[src/rtl/ldst_pkg.sv]
// Shared types for the load/store memory sequencer: FSM states and op encoding.
package ldst_pkg;

    typedef enum logic [1:0] {
        IDLE = 2'd0,
        REQ  = 2'd1,
        DONE = 2'd2,
        ERR  = 2'd3
    } state_t;

    localparam logic OP_LOAD  = 1'b0;
    localparam logic OP_STORE = 1'b1;

endpackage

[src/rtl/ldst_timeout_ctr.sv]
// Cycle counter bounding the wait for a memory ack; used only when LDST_TIMEOUT_EN is defined.
module ldst_timeout_ctr #(
    parameter int TMO = 16
) (
    input  logic i_clk,
    input  logic i_clr,
    input  logic i_clear,
    input  logic i_en,
    output logic o_expired
);

    localparam int W = $clog2(TMO);

    logic [W-1:0] r_cnt;

    always_ff @(posedge i_clk) begin
        if (i_clr || i_clear) begin
            r_cnt <= '0;
        end else if (i_en) begin
            r_cnt <= r_cnt + 1'b1;
        end
    end

    assign o_expired = (r_cnt == W'(TMO - 1));

endmodule

[src/rtl/ldst_mem_sequencer.sv]
// Single-outstanding load/store sequencer between execute and data memory.
// Optional ack timeout with ERR state is enabled by defining LDST_TIMEOUT_EN.
module ldst_mem_sequencer
    import ldst_pkg::*;
#(
    parameter int n   = 4,
    parameter int AW  = 8,
    parameter int TMO = 16
) (
    input  logic          i_clk,
    input  logic          i_clr,
    input  logic          i_op_valid,
    output logic          o_op_ready,
    input  logic          i_op_store,
    input  logic [AW-1:0] i_op_addr,
    input  logic [n-1:0]  i_op_wdata,
    output logic          o_mem_req,
    output logic          o_mem_we,
    output logic [AW-1:0] o_mem_addr,
    output logic [n-1:0]  o_mem_wdata,
    input  logic          i_mem_ack,
    input  logic [n-1:0]  i_mem_rdata,
    output logic          o_ld_str,
    output logic [n-1:0]  o_ld_str_data,
    output logic          o_done,
    output logic          o_err
);

    state_t        r_state;
    state_t        w_state_nxt;
    logic          r_store;
    logic [AW-1:0] r_addr;
    logic [n-1:0]  r_wdata;
    logic [n-1:0]  r_rdata;

    logic w_accept;
    logic w_op_ready;
    logic w_mem_req;
    logic w_done;
    logic w_ld_str;
    logic w_err;
    logic w_expired;

    assign w_accept = (r_state == IDLE) && i_op_valid;

`ifdef LDST_TIMEOUT_EN
    ldst_timeout_ctr #(
        .TMO (TMO)
    ) u_timeout_ctr (
        .i_clk     (i_clk),
        .i_clr     (i_clr),
        .i_clear   (w_accept),
        .i_en      ((r_state == REQ) && !i_mem_ack),
        .o_expired (w_expired)
    );
`else
    assign w_expired = 1'b0;
`endif

    always_ff @(posedge i_clk) begin
        if (i_clr) begin
            r_state <= IDLE;
            r_store <= OP_LOAD;
            r_addr  <= '0;
            r_wdata <= '0;
            r_rdata <= '0;
        end else begin
            r_state <= w_state_nxt;
            if (w_accept) begin
                r_store <= i_op_store;
                r_addr  <= i_op_addr;
                r_wdata <= i_op_wdata;
            end
            if ((r_state == REQ) && i_mem_ack && (r_store == OP_LOAD)) begin
                r_rdata <= i_mem_rdata;
            end
        end
    end

    always_comb begin
        w_state_nxt = r_state;
        w_op_ready  = 1'b0;
        w_mem_req   = 1'b0;
        w_done      = 1'b0;
        w_ld_str    = 1'b0;
        w_err       = 1'b0;
        case (r_state)
            IDLE: begin
                w_op_ready = 1'b1;
                if (i_op_valid) begin
                    w_state_nxt = REQ;
                end
            end
            REQ: begin
                w_mem_req = 1'b1;
                // An ack arriving in the expiry cycle still completes normally.
                if (i_mem_ack) begin
                    w_state_nxt = DONE;
                end else if (w_expired) begin
                    w_state_nxt = ERR;
                end
            end
            DONE: begin
                w_done      = 1'b1;
                w_ld_str    = (r_store == OP_LOAD);
                w_state_nxt = IDLE;
            end
            ERR: begin
                w_err       = 1'b1;
                w_state_nxt = IDLE;
            end
            default: begin
                w_state_nxt = IDLE;
            end
        endcase
    end

    assign o_op_ready    = w_op_ready;
    assign o_mem_req     = w_mem_req;
    assign o_mem_we      = w_mem_req && (r_store == OP_STORE);
    assign o_mem_addr    = r_addr;
    assign o_mem_wdata   = r_wdata;
    assign o_ld_str      = w_ld_str;
    assign o_ld_str_data = r_rdata;
    assign o_done        = w_done;
`ifdef LDST_TIMEOUT_EN
    assign o_err         = w_err;
`else
    assign o_err         = 1'b0;
`endif

endmodule

[config.mk]
export PLATFORM = sky130hd
export DESIGN_NAME = ldst_mem_sequencer
export DESIGN_NICKNAME = d
export VERILOG_FILES = /design/src/rtl/ldst_pkg.sv /design/src/rtl/ldst_timeout_ctr.sv /design/src/rtl/ldst_mem_sequencer.sv
export SDC_FILE = /design/constraint.sdc
export NUM_CORES = 1
export LEC_CHECK = 0
export BUFFER_PORTS_ARGS = -buffer_cell sky130_fd_sc_hd__buf_2
export CAP_MARGIN = 20
export CORE_AREA = 2 2 49 51
export CTS_CLUSTER_DIAMETER = 50
export DETAILED_ROUTE_END_ITERATION = 16
export DIE_AREA = 0 0 51 53
export GPL_ROUTABILITY_DRIVEN = 0
export PLACE_DENSITY_LB_ADDON = 0.15
export SYNTH_ARGS = -nofsm -noshare
export SYNTH_HDL_FRONTEND = slang
export SYNTH_SLANG_ARGS = --single-unit
[constraint.sdc]
create_clock -name i_clk -period 1.4 [get_ports i_clk]
set_input_delay 0.28 -clock i_clk [delete_from_list [all_inputs] [get_ports i_clk]]
set_output_delay 0.28 -clock i_clk [all_outputs]
set_load 0.02 [all_outputs]
== Yosys cells after proc, flatten, opt, wreduce, memory -nomap -nowiden ==
Cells that the tools add are included.
Storage, ports and cells
  register bits after elaboration: 19
  output and inout port bits: 22
  word-level logic and storage cells: 25
Cells by class
  eq/ne operators: 5
  muxes and demuxes: 7
  bitwise gates (word level): 1
  reductions and logical operators: 7
Operators with widths (count)
  $pmux 2 s3: 1
  $eq 2x2->1 const B: 2
  $logic_and 1x1->1: 4
  $mux 1: 4
  $mux 2: 2
  $ne 2x2->1 const B: 2
  $eq 2x1->1 const B: 1
  $logic_not 2->1: 1
  $reduce_and 2->1: 1
  $reduce_or 2->1: 1
  $not 1->1: 1

== Depth between registers and ports, before layout ==
Gate-level depths: netlist (run 1).
  word-level depth: 3
  depth in mapped cells: 3
  depth with buffers taken out: 2

== Worst setup path after synthesis (run 1) ==
Ideal clock, no wire load.
  path type: reg-to-output
  from: register r_state[1]
  to: output o_ld_str
  arrival: 1.190 ns
  data required time: 1.120 ns
  path slack: -0.070 ns
  cell stages (with the launch flop): 3
  path buffers: 0
  cells stage by stage: dfxtp_1 > nor2b_1 > nor2b_1
Between the ends
  cells in the longest elaborated chain, start to end: 2
RTL lines
  from (decl): RTL line ldst_mem_sequencer.sv:29  | state_t r_state;
  from (signal assigned): RTL line ldst_mem_sequencer.sv:68  | r_state <= w_state_nxt;
  $eq 2x2->1: RTL line ldst_mem_sequencer.sv:87  | case (r_state)
  $mux 1: RTL line ldst_mem_sequencer.sv:87
  to (decl): RTL line ldst_mem_sequencer.sv:23  | output logic o_ld_str,
No other way between the ends.

== Worst setup path in the final report (run 1) ==
  from: register r_state[1]
  to: output o_mem_we
Between the ends
  cells in the longest elaborated chain, start to end: 3
RTL lines
  $eq 2x1->1: RTL line ldst_mem_sequencer.sv:87
  $mux 1: RTL line ldst_mem_sequencer.sv:87
  $logic_and 1x1->1: RTL line ldst_mem_sequencer.sv:120  | assign o_mem_we = w_mem_req && (r_store == OP_STORE);
  to (decl): RTL line ldst_mem_sequencer.sv:18  | output logic o_mem_we,
No other way between the ends.

==> results of run 1 <==
power breakdown:
group          leakage, nW  internal (mW)  switching [mW]
combinational        0.388          0.118           0.122
sequential           0.157          0.573          0.0197
clock               0.0150          0.111           0.159
kinds of logic (layout without fill, tap and decap cells):
kind of cell           Yosys count  in the layout  synth area share, %
AO/OA/AOI/OAI                    1              1                 1.12
buffers and inverters            6             48                 4.34
flip-flops                      19             19                 42.6
multiplexers                    17             17                 19.0
other                            1              1                0.420
AND/OR/NAND/NOR                 43             43                 32.5
sequential cells by signal (all words and copies together) (netlist names):
| register | count |
|---|---|
| o_mem_wdata | 4 |
| r_state | 2 |
| o_ld_str_data | 4 |
| o_mem_addr | 8 |
| r_store | 1 |
final cells by class:
class,count,area [µm²]
flip-flops and latches,19,388
well taps,28,35.0
fillers,219,965
repair buffers,44,253
clock buffers,4,26.3
multi-input cells,62,482
routing by layer:
layer	wire length (µm)	global-route usage (%)
met4	13	6.76
met1	729	16.0
met3	88	2.82
met2	826	24.0
met5	0	0
through the flow:
stage                     cell area, µm²  hold WS, ps  setup TNS, ps  util (%)  power, mW
after CTS                           1180          225          -25.1      54.8       1.12
final                               1180          239          -20.0      55.1       1.10
after detailed placement            1120          458              0      52.1      0.843
after global routing                1180          224          -62.4      55.1       1.16
after global placement              1120          455              0      52.1      0.836
after floorplan                      898          435              0         -      0.763
placed cells by master, fill, tap and decap left out, drive strengths merged:
cell    netlist  final
and2          1      1
nor3b         2      2
nor2b         2      2
o21ba         1      1
and3b         1      1
clkbuf        4      4
dfxtp        19     19
nor2          1      1
and2b         1      1
conb          1      1
nand2b       34     34
mux2i        17     17
buf           2     44
and4bb        1      1
how the worst min path moves through the flow:
stage                           from          endpoint  slack [ps]  cells past startpoint
finish                  i_op_addr[0]     o_mem_addr[0]         240                      3
global route          i_mem_rdata[0]  o_ld_str_data[0]         220                      3
CTS                    i_op_wdata[0]    o_mem_wdata[0]         220                      3
detailed placement     o_mem_addr[0]     o_mem_addr[0]         460                      2
global placement    o_ld_str_data[3]  o_ld_str_data[3]         460                      2
floorplan             i_mem_rdata[0]  o_ld_str_data[0]         430                      2
repair_timing:
action,4_1_cts,5_1_grt
endpoints found under the hold margin,0,0
setup endpoints to repair,3,2
resized for setup,7,2
setup buffers,2,0
gates cloned,0,0
worst max-delay path, delay by kind of cell, from the launching register on:
family                 cells  cell delay [ps]
buffers and inverters      1              120
AND/OR/NAND/NOR            2              360
flip-flops                 1              370
==> summary.txt, run 1 <==
Placement
  • Post-DP HPWL: approximately 1.2 mm
  • IO buf count: a little over 40
  • Post-Place Setup Slack: around 160 ps
  • Cells after DPL: about 150

Floorplan
  • Die X-Extent: approximately 51 µm
  • Die area: about 0.0027 mm²
  • IO Pins: between 40 and 50
  • Die Ht: approximately 53 µm
  • Core Rows: 17
  • Core area: roughly 0.0021 mm²
  • Starting Density: between 40% and 50%

Cells and area
  • Antenna Cells: 0
  • Layout area overhead: 32.5%
  • Post-route insts no fill: 157
  • Final #Nets: 151
  • Share of layout cells above drive strength 1: approximately 43%

Setup path
  • Startpoint Class: flop
  • R2r worst-path depth: 4
  • Worst R2R Setup Slack: between 200 and 250 ps
  • Worst reg2reg endpoint: r_store
  • Cell with the largest stage delay on the worst path: dfxtp_4
  • CP Class: flop to output port
  • CP Capture Type: output port
  • CP arrival: approximately 1100 ps
  • Req. time, crit path: between 1000 and 1500 ps
  • Critical path peak fanout: 4
  • CP Capture Point: o_mem_we
  • CP Cell Sequence: and2b_1, and2_4, buf_6
  • Worst path max stage delay: approximately 370 ps
  • CP Launch Point: r_state[1]
  • Critical R2R Launch: r_state[1]

STA
  • Period utilization: 101%
  • RSZ-0062 raised after global routing: true
  • Max Clk Rate: a little over 700 MHz
  • Endpoints failing setup: 1
  • Endpoints failing hold: 0
  • Pins Over Slew Limit: 0
  • Final WS setup: -20.0 ps
  • Skew final: between 2 and 2.5 ps
  • Min Tclk post-route: 1420 ps

Detailed routing
  • Via Count: ~690
  • WL/cell: around 11 µm
  • Average vias per placed instance: between 4 and 5
  • Post-route ant nets: 0
  • Detailed Route WL: 1.66 mm
  • Drt pass-1 iters: 3
  • DR iter-0 viols: 3
  • Post-route DRC: 0

Outcome
  • Status: finished, violations left
  • Violated checks: setup timing

CTS
  • Clk Latency, worst-skew pair: roughly 290 ps
  • TritonCTS buffer count: 3
  • CTS Buffer Depth: 2
  • CTS tree: yes
  • Clock-pin slew on the worst setup and hold paths: around 100 ps
  • Root Driver: clkbuf_4
  • CTS sink count: 19
  • H-tree depth: 1
  • Cts hold-fix bufs: 0

Global route
  • Largest net degree at the start of global routing: 37
  • Total gr overflow: 0
  • Global-route total usage across every layer: around 14%
  • Global-route wire length before repair: ~2.8 mm
  • Vias in the first global route: roughly 650
  • Antenna violations before repair: 0

Yosys
  • Count of warnings emitted by yosys: 0
  • Post-synth ARST share: 0%
  • #FFs+latches synth: 19
  • Synthesized netlist cell count: 87
  • Distinct cells, synth: 17
  • Synth top area share: between 40% and 50%
  • EDFF count, synth: 0
  • Post-synthesis sequential area ratio: 42.6%
  • Cell with the most instances after synthesis: nand2b_1
  • Post-synthesis instance area: slightly below 900 µm²
  • Area contributors post-synth: dfxtp_1 (43%), nand2b_1 (24%), mux2i_1 (19%)
  • Post-synth top flop: dfxtp_1
  • Post-Synthesis Net Count: about 110
  • Synth cell count leaders: nand2b_1 (34), dfxtp_1 (19), mux2i_1 (17)
  • Cell taking the most area after synthesis: dfxtp_1
  • Syn Area/Cell: ~10 µm²

Min path
  • Worst min-delay path class: input pin to flop

Run
  • # Max-Cap Violations: 0

Power and ir drop
  • P_leak: between 0.5 and 0.6 nW
  • Pwr dens: 932 mW/mm²
  • Peak supply drop: 0.559 mV
Power figures use the tool's default switching activity.
==> run 2, diff against run 1 <==
MAX_ROUTING_LAYER = met4   (was unset)
==> summary.txt, run 2 (synthesis results as in run 1) <==
Power and ir drop
  • Peak supply drop: 0.559 mV (unchanged)
  • P_leak: 0.560 nW (unchanged)
  • Pwr dens: 932 mW/mm² (unchanged)

CTS
  • Clk Latency, worst-skew pair: 290 ps (about the same)
  • CTS tree: yes
  • Root Driver: clkbuf_4
  • CTS sink count: 19 (unchanged)
  • CTS Buffer Depth: 2 (unchanged)
  • Cts hold-fix bufs: 0 (unchanged)
  • H-tree depth: 1 (unchanged)
  • TritonCTS buffer count: 3 (unchanged)
  • Clock-pin slew on the worst setup and hold paths: 100 ps (about the same)

Floorplan
  • Core Rows: 17 (unchanged)
  • Die area: 0.00270 mm² (unchanged)
  • Starting Density: 41.6% (unchanged)
  • Die X-Extent: 51 µm (unchanged)
  • Die Ht: 53 µm (unchanged)
  • IO Pins: 43 (unchanged)
  • Core area: 0.00215 mm² (unchanged)

Setup path
  • Req. time, crit path: 1120 ps (about the same)
  • CP Capture Type: output port
  • CP Class: flop to output port
  • Startpoint Class: flop
  • Critical path peak fanout: 4 (unchanged)
  • CP arrival: 1140 ps (about the same)

Detailed routing
  • Post-route ant nets: 0 (unchanged)
  • Post-route DRC: 0 (unchanged)
  • Drt pass-1 iters: 3 (unchanged)
  • WL/cell: 10.6 µm (unchanged)
  • Via Count: 693 (unchanged)
  • DR iter-0 viols: 3 (unchanged)
  • Average vias per placed instance: 4.41 (unchanged)
  • Detailed Route WL: 1.66 mm (unchanged)

Cells and area
  • Multi-input gate area: 482 µm² (unchanged)
  • Max FFs per register: 8 (unchanged)
  • Fill cells: 219 (unchanged)
  • Design area: 0.00118 mm² (unchanged)
  • Sequential cell area: 388 µm² (unchanged)
  • Fin util: 55.1% (unchanged)
  • Share of layout cells above drive strength 1: 42.6% (unchanged)
  • Commonest non-fill, non-tap cell in the layout: buf_2
  • Commonest non-fill, non-tap cells in the layout: buf_2 (39), nand2b_1 (34), mux2i_1 (17), dfxtp_1 (17), clkbuf_4 (3)
  • Final #Nets: 151 (unchanged)
  • Antenna Cells: 0 (unchanged)
  • Layout area overhead: 32.5% (unchanged)

STA
  • Endpoints failing hold: 0 (unchanged)
  • Max Clk Rate: 704 MHz (about the same)
  • Min Tclk post-route: 1420 ps (-0.00350 ps)
  • Final WS setup: -20.0 ps (+0.00350 ps)
  • Skew final: 2.24 ps (-0.00144 ps)
  • Endpoints failing setup: 1 (unchanged)
  • Period utilization: 101% (about the same)
  • Pins Over Slew Limit: 0 (unchanged)
  • RSZ-0062 raised after global routing: true

Global route
  • Largest net degree at the start of global routing: 37 (unchanged)
  • Total gr overflow: 0 (unchanged)
  • Global-route wire length before repair: 2.79 mm (+0.25%)
  • Global-route total usage across every layer: 14.1% (+0.36 points)
  • Antenna violations before repair: 0 (unchanged)
  • Vias in the first global route: 648 (-0.15%)

Placement
  • Post-DP HPWL: 1.17 mm (unchanged)
  • Area post-placement: 0.00112 mm² (unchanged)
  • Post-Place Setup Slack: 159 ps (unchanged)
  • IO buf count: 41 (unchanged)

Outcome
  • Violated checks: setup timing
  • Status: finished, violations left

Min path
  • Worst min-delay path class: input pin to flop

Run
  • # Max-Cap Violations: 0 (unchanged)
## run 2: through the flow
stage               power [mW]  hold WS [ps]  cells  setup TNS (ps)
CTS                       1.12           225    157           -25.1
floorplan                0.763           435     87               0
finish                    1.10           239    157           -20.0
global route              1.16           224    157           -62.4
detailed placement       0.843           458    151               0
global placement         0.836           455    151               0
## run 2: path summary, 6_finish.rpt
kind,start,end,slack (ps),depth (start not counted)
setup / recovery,r_state[1],o_mem_we,-20,3
hold / removal,i_op_addr[0],o_mem_addr[0],240,3
setup reg to reg,r_state[1],r_store,230,4
hold reg to reg,o_mem_wdata[2],o_mem_wdata[2],470,2
## run 2: power by group
group          switching [mW]  leakage (nW)  internal (mW)  total (mW)
logic                   0.122         0.388          0.118       0.240
clock network           0.159        0.0150          0.111       0.270
registers              0.0197         0.157          0.573       0.593
total                   0.301         0.560          0.802        1.10
## run 2: metal layers
metal / vias up / track usage (%) / routed length (µm)
met4: 0 / 6.76 / 13
li1: 360 / - / -
met5: - / - / 0
met3: 2 / 2.82 / 88
met2: 20 / 24.0 / 826
met1: 311 / 16.0 / 729
## run 2: final cells by class
class,instances,area share (%)
timing repair buffer,44,21.4
multi-input combinational,62,40.7
sequential,19,32.8
tap,28,2.96
clock buffer,4,2.22
## run 2: what timing repair did
action,CTS,global route
setup endpoints to repair,3,2
gates resized for setup,7,2
buffers inserted,2,0
## run 2: critical path: stages, from the launching register on
cell	delay [ps]
dfxtp_4	370
and2b_1	200
and2_4	160
buf_6	120
==> run 3, diff against run 2 <==
BUFFER_PORTS_ARGS = unset   (was -buffer_cell sky130_fd_sc_hd__buf_2)
CORE_AREA = 2 2 44 46   (was 2 2 49 51)
DIE_AREA = 0 0 46 48   (was 0 0 51 53)
DONT_BUFFER_PORTS = 1   (was unset)
==> summary.txt, run 3 (synthesis results as in run 1) <==
STA
  • Skew final: 3.26 ps (+1.02 ps)
  • Period utilization: 93.7% (-7.7 points)
  • Max Clk Rate: 762 MHz (+8.2%)
  • Final TNS setup: 0 ps (+20.0 ps)
  • Pins Over Slew Limit: 0 (unchanged)
  • RSZ-0062 raised after global routing: false
  • Endpoints failing hold: 0 (unchanged)
  • Min Tclk post-route: 1310 ps (-108 ps)
  • Endpoints failing setup: 0 (-1)

Detailed routing
  • Highest metal used: met4
  • Drt pass-1 iters: 2 (-1)
  • Detailed Route WL: 1.49 mm (-10%)
  • Average vias per placed instance: 5.32 (+21%)
  • DR iter-0 viols: 1 (-2)
  • Post-route DRC: 0 (unchanged)
  • Metal3 WL: 129 µm (+47%)
  • WL/cell: 14.1 µm (+33%)
  • Post-route ant nets: 0 (unchanged)
  • Via Count: 564 (-19%)
  • M1 WL: 638 µm (-12%)
  • Metal2 WL: 710 µm (-14%)

Placement
  • IO buf count: 0 (-100%)
  • Post-DP HPWL: 1.03 mm (-12%)

Cells and area
  • Max FFs per register: 8 (unchanged)
  • Layout area overhead: 7.70%
  • Sequential cell area: 385 µm² (-0.65%)
  • Final #Nets: 111 (-26%)
  • Fill cells: 151 (-31%)
  • Commonest non-fill, non-tap cell in the layout: nand2b_1
  • Commonest non-fill, non-tap cells in the layout: nand2b_1 (34), mux2i_1 (17), dfxtp_1 (17), clkbuf_4 (3), buf_4 (3)
  • Share of layout cells above drive strength 1: 16.9% (-26 points)
  • Fin util: 57.0% (+1.9 points)
  • Antenna Cells: 0 (unchanged)
  • Multi-input gate area: 487 µm² (+1.0%)

CTS
  • TritonCTS buffer count: 3 (unchanged)
  • Root Driver: clkbuf_4
  • CTS Buffer Depth: 2 (unchanged)
  • Clk Latency, worst-skew pair: 290 ps (about the same)
  • H-tree depth: 1 (unchanged)
  • Clock-pin slew on the worst setup and hold paths: 100 ps (about the same)
  • CTS tree: yes
  • CTS sink count: 19 (unchanged)
  • Cts hold-fix bufs: 0 (unchanged)

Power and ir drop
  • Net Sw Frac: 26.5% (-0.80 points)
  • Peak supply drop: 0.627 mV (+12%)
  • Total chip power: 1.03 mW (-6.2%)
  • Net Sw Power: 0.274 mW (-8.9%)
  • Pwr dens: 1080 mW/mm² (+15%)
  • Comb power frac: 12.7% (-9.0 points)
  • Part of the power in registers: 61.6% (+7.8 points)
  • Clock network fraction of design power: 25.8% (+1.3 points)
  • Int Power: 0.761 mW (-5.2%)
  • P_leak: 0.378 nW (-33%)

Global route
  • Total gr overflow: 0 (unchanged)
  • Largest net degree at the start of global routing: 37 (unchanged)
  • Global-route total usage across every layer: 14.8% (+0.69 points)
  • Vias in the first global route: 509 (-21%)
  • Global-route wire length before repair: 2.13 mm (-24%)
  • Antenna violations before repair: 0 (unchanged)

Min path
  • Worst min-delay path class: input pin to flop

Setup path
  • Startpoint Class: flop
  • Worst reg2reg endpoint: o_mem_wdata[2]
  • CP arrival: 1030 ps (-110 ps)
  • Req. time, crit path: 1120 ps (about the same)
  • Critical path peak fanout: 4 (unchanged)
  • CP Class: flop to output port
  • R2r worst-path depth: 4 (unchanged)
  • CP Capture Point: o_ld_str
  • Critical R2R Launch: r_state[1]
  • CP Capture Type: output port
  • CP Launch Point: r_state[1]
  • Worst R2R Setup Slack: 200 ps (-30 ps)

Floorplan
  • Die Ht: 48 µm (-9.4%)
  • Starting Density: 52.9% (+11 points)
  • IO Pins: 43 (unchanged)
  • Die X-Extent: 46 µm (-9.8%)
  • Core Rows: 15 (-2)
  • Die area: 0.00221 mm² (-18%)
  • Core area: 0.00169 mm² (-21%)

Outcome
  • Status: completed

Run
  • # Max-Cap Violations: 0 (unchanged)
[run 3: changes by cell type in the layout (fill, tap and decap cells not counted)]
cell,previous run,this run
dfxtp_4,2,1
buf_4,2,3
buf_6,2,0
buf_2,39,0
nor2b_2,2,1
dfxtp_2,0,1
nor2b_4,0,1
[run 3: cell type report]
type	instances	area share (%)
tap	17	2.21
timing repair buffer	4	4.42
multi-input combinational	62	50.6
clock buffer	4	2.73
sequential	19	40.1
[run 3: metal layers]
metal / vias to the layer above / GRT usage, %
met4: 0 / 10.3
met2: 24 / 23.1
met3: 2 / 5.66
met1: 252 / 15.5
met5: - / -
li1: 286 / -
[run 3: worst min path at each step]
stage	startpoint	endpoint	depth (start not counted)
floorplan	i_mem_rdata[0]	o_ld_str_data[0]	2
global placement	i_mem_rdata[0]	o_ld_str_data[0]	2
detailed placement	i_mem_rdata[0]	o_ld_str_data[0]	2
CTS	i_op_addr[5]	o_mem_addr[5]	2
global route	i_op_addr[1]	o_mem_addr[1]	2
finish	i_op_addr[5]	o_mem_addr[5]	2
[run 3: timing repair]
item                                    4_1_cts  5_1_grt
pin swaps                                     0        0
setup buffers                                 1        0
hold endpoints to repair                      0        0
endpoints found under the setup margin        4        1
resized for setup                             5        1
[run 3: per-stage QoR]
stage / setup WS [ps] / instances / area, µm² / hold slack (ps)
after global placement: 269 / 101 / 916 / 436
after floorplan: 117 / 87 / 898 / 435
after global routing: 10.1 / 106 / 962 / 105
after CTS: 36.4 / 106 / 961 / 119
final: 88.0 / 106 / 962 / 131
after detailed placement: 219 / 101 / 916 / 442
[run 3: power by group through the flow]
stage | combinational, mW | sequential, mW | clock [mW]
finish | 0.131 | 0.637 | 0.267
global route | 0.142 | 0.642 | 0.317
detailed placement | 0.128 | 0.651 | 0
floorplan | 0.120 | 0.644 | 0
CTS | 0.132 | 0.638 | 0.284
global placement | 0.126 | 0.650 | 0
[run 3: critical path, stage by stage (launching register included)]
cell and delay, ps:
dfxtp_4 370, nor2b_2 160, nor2b_4 220
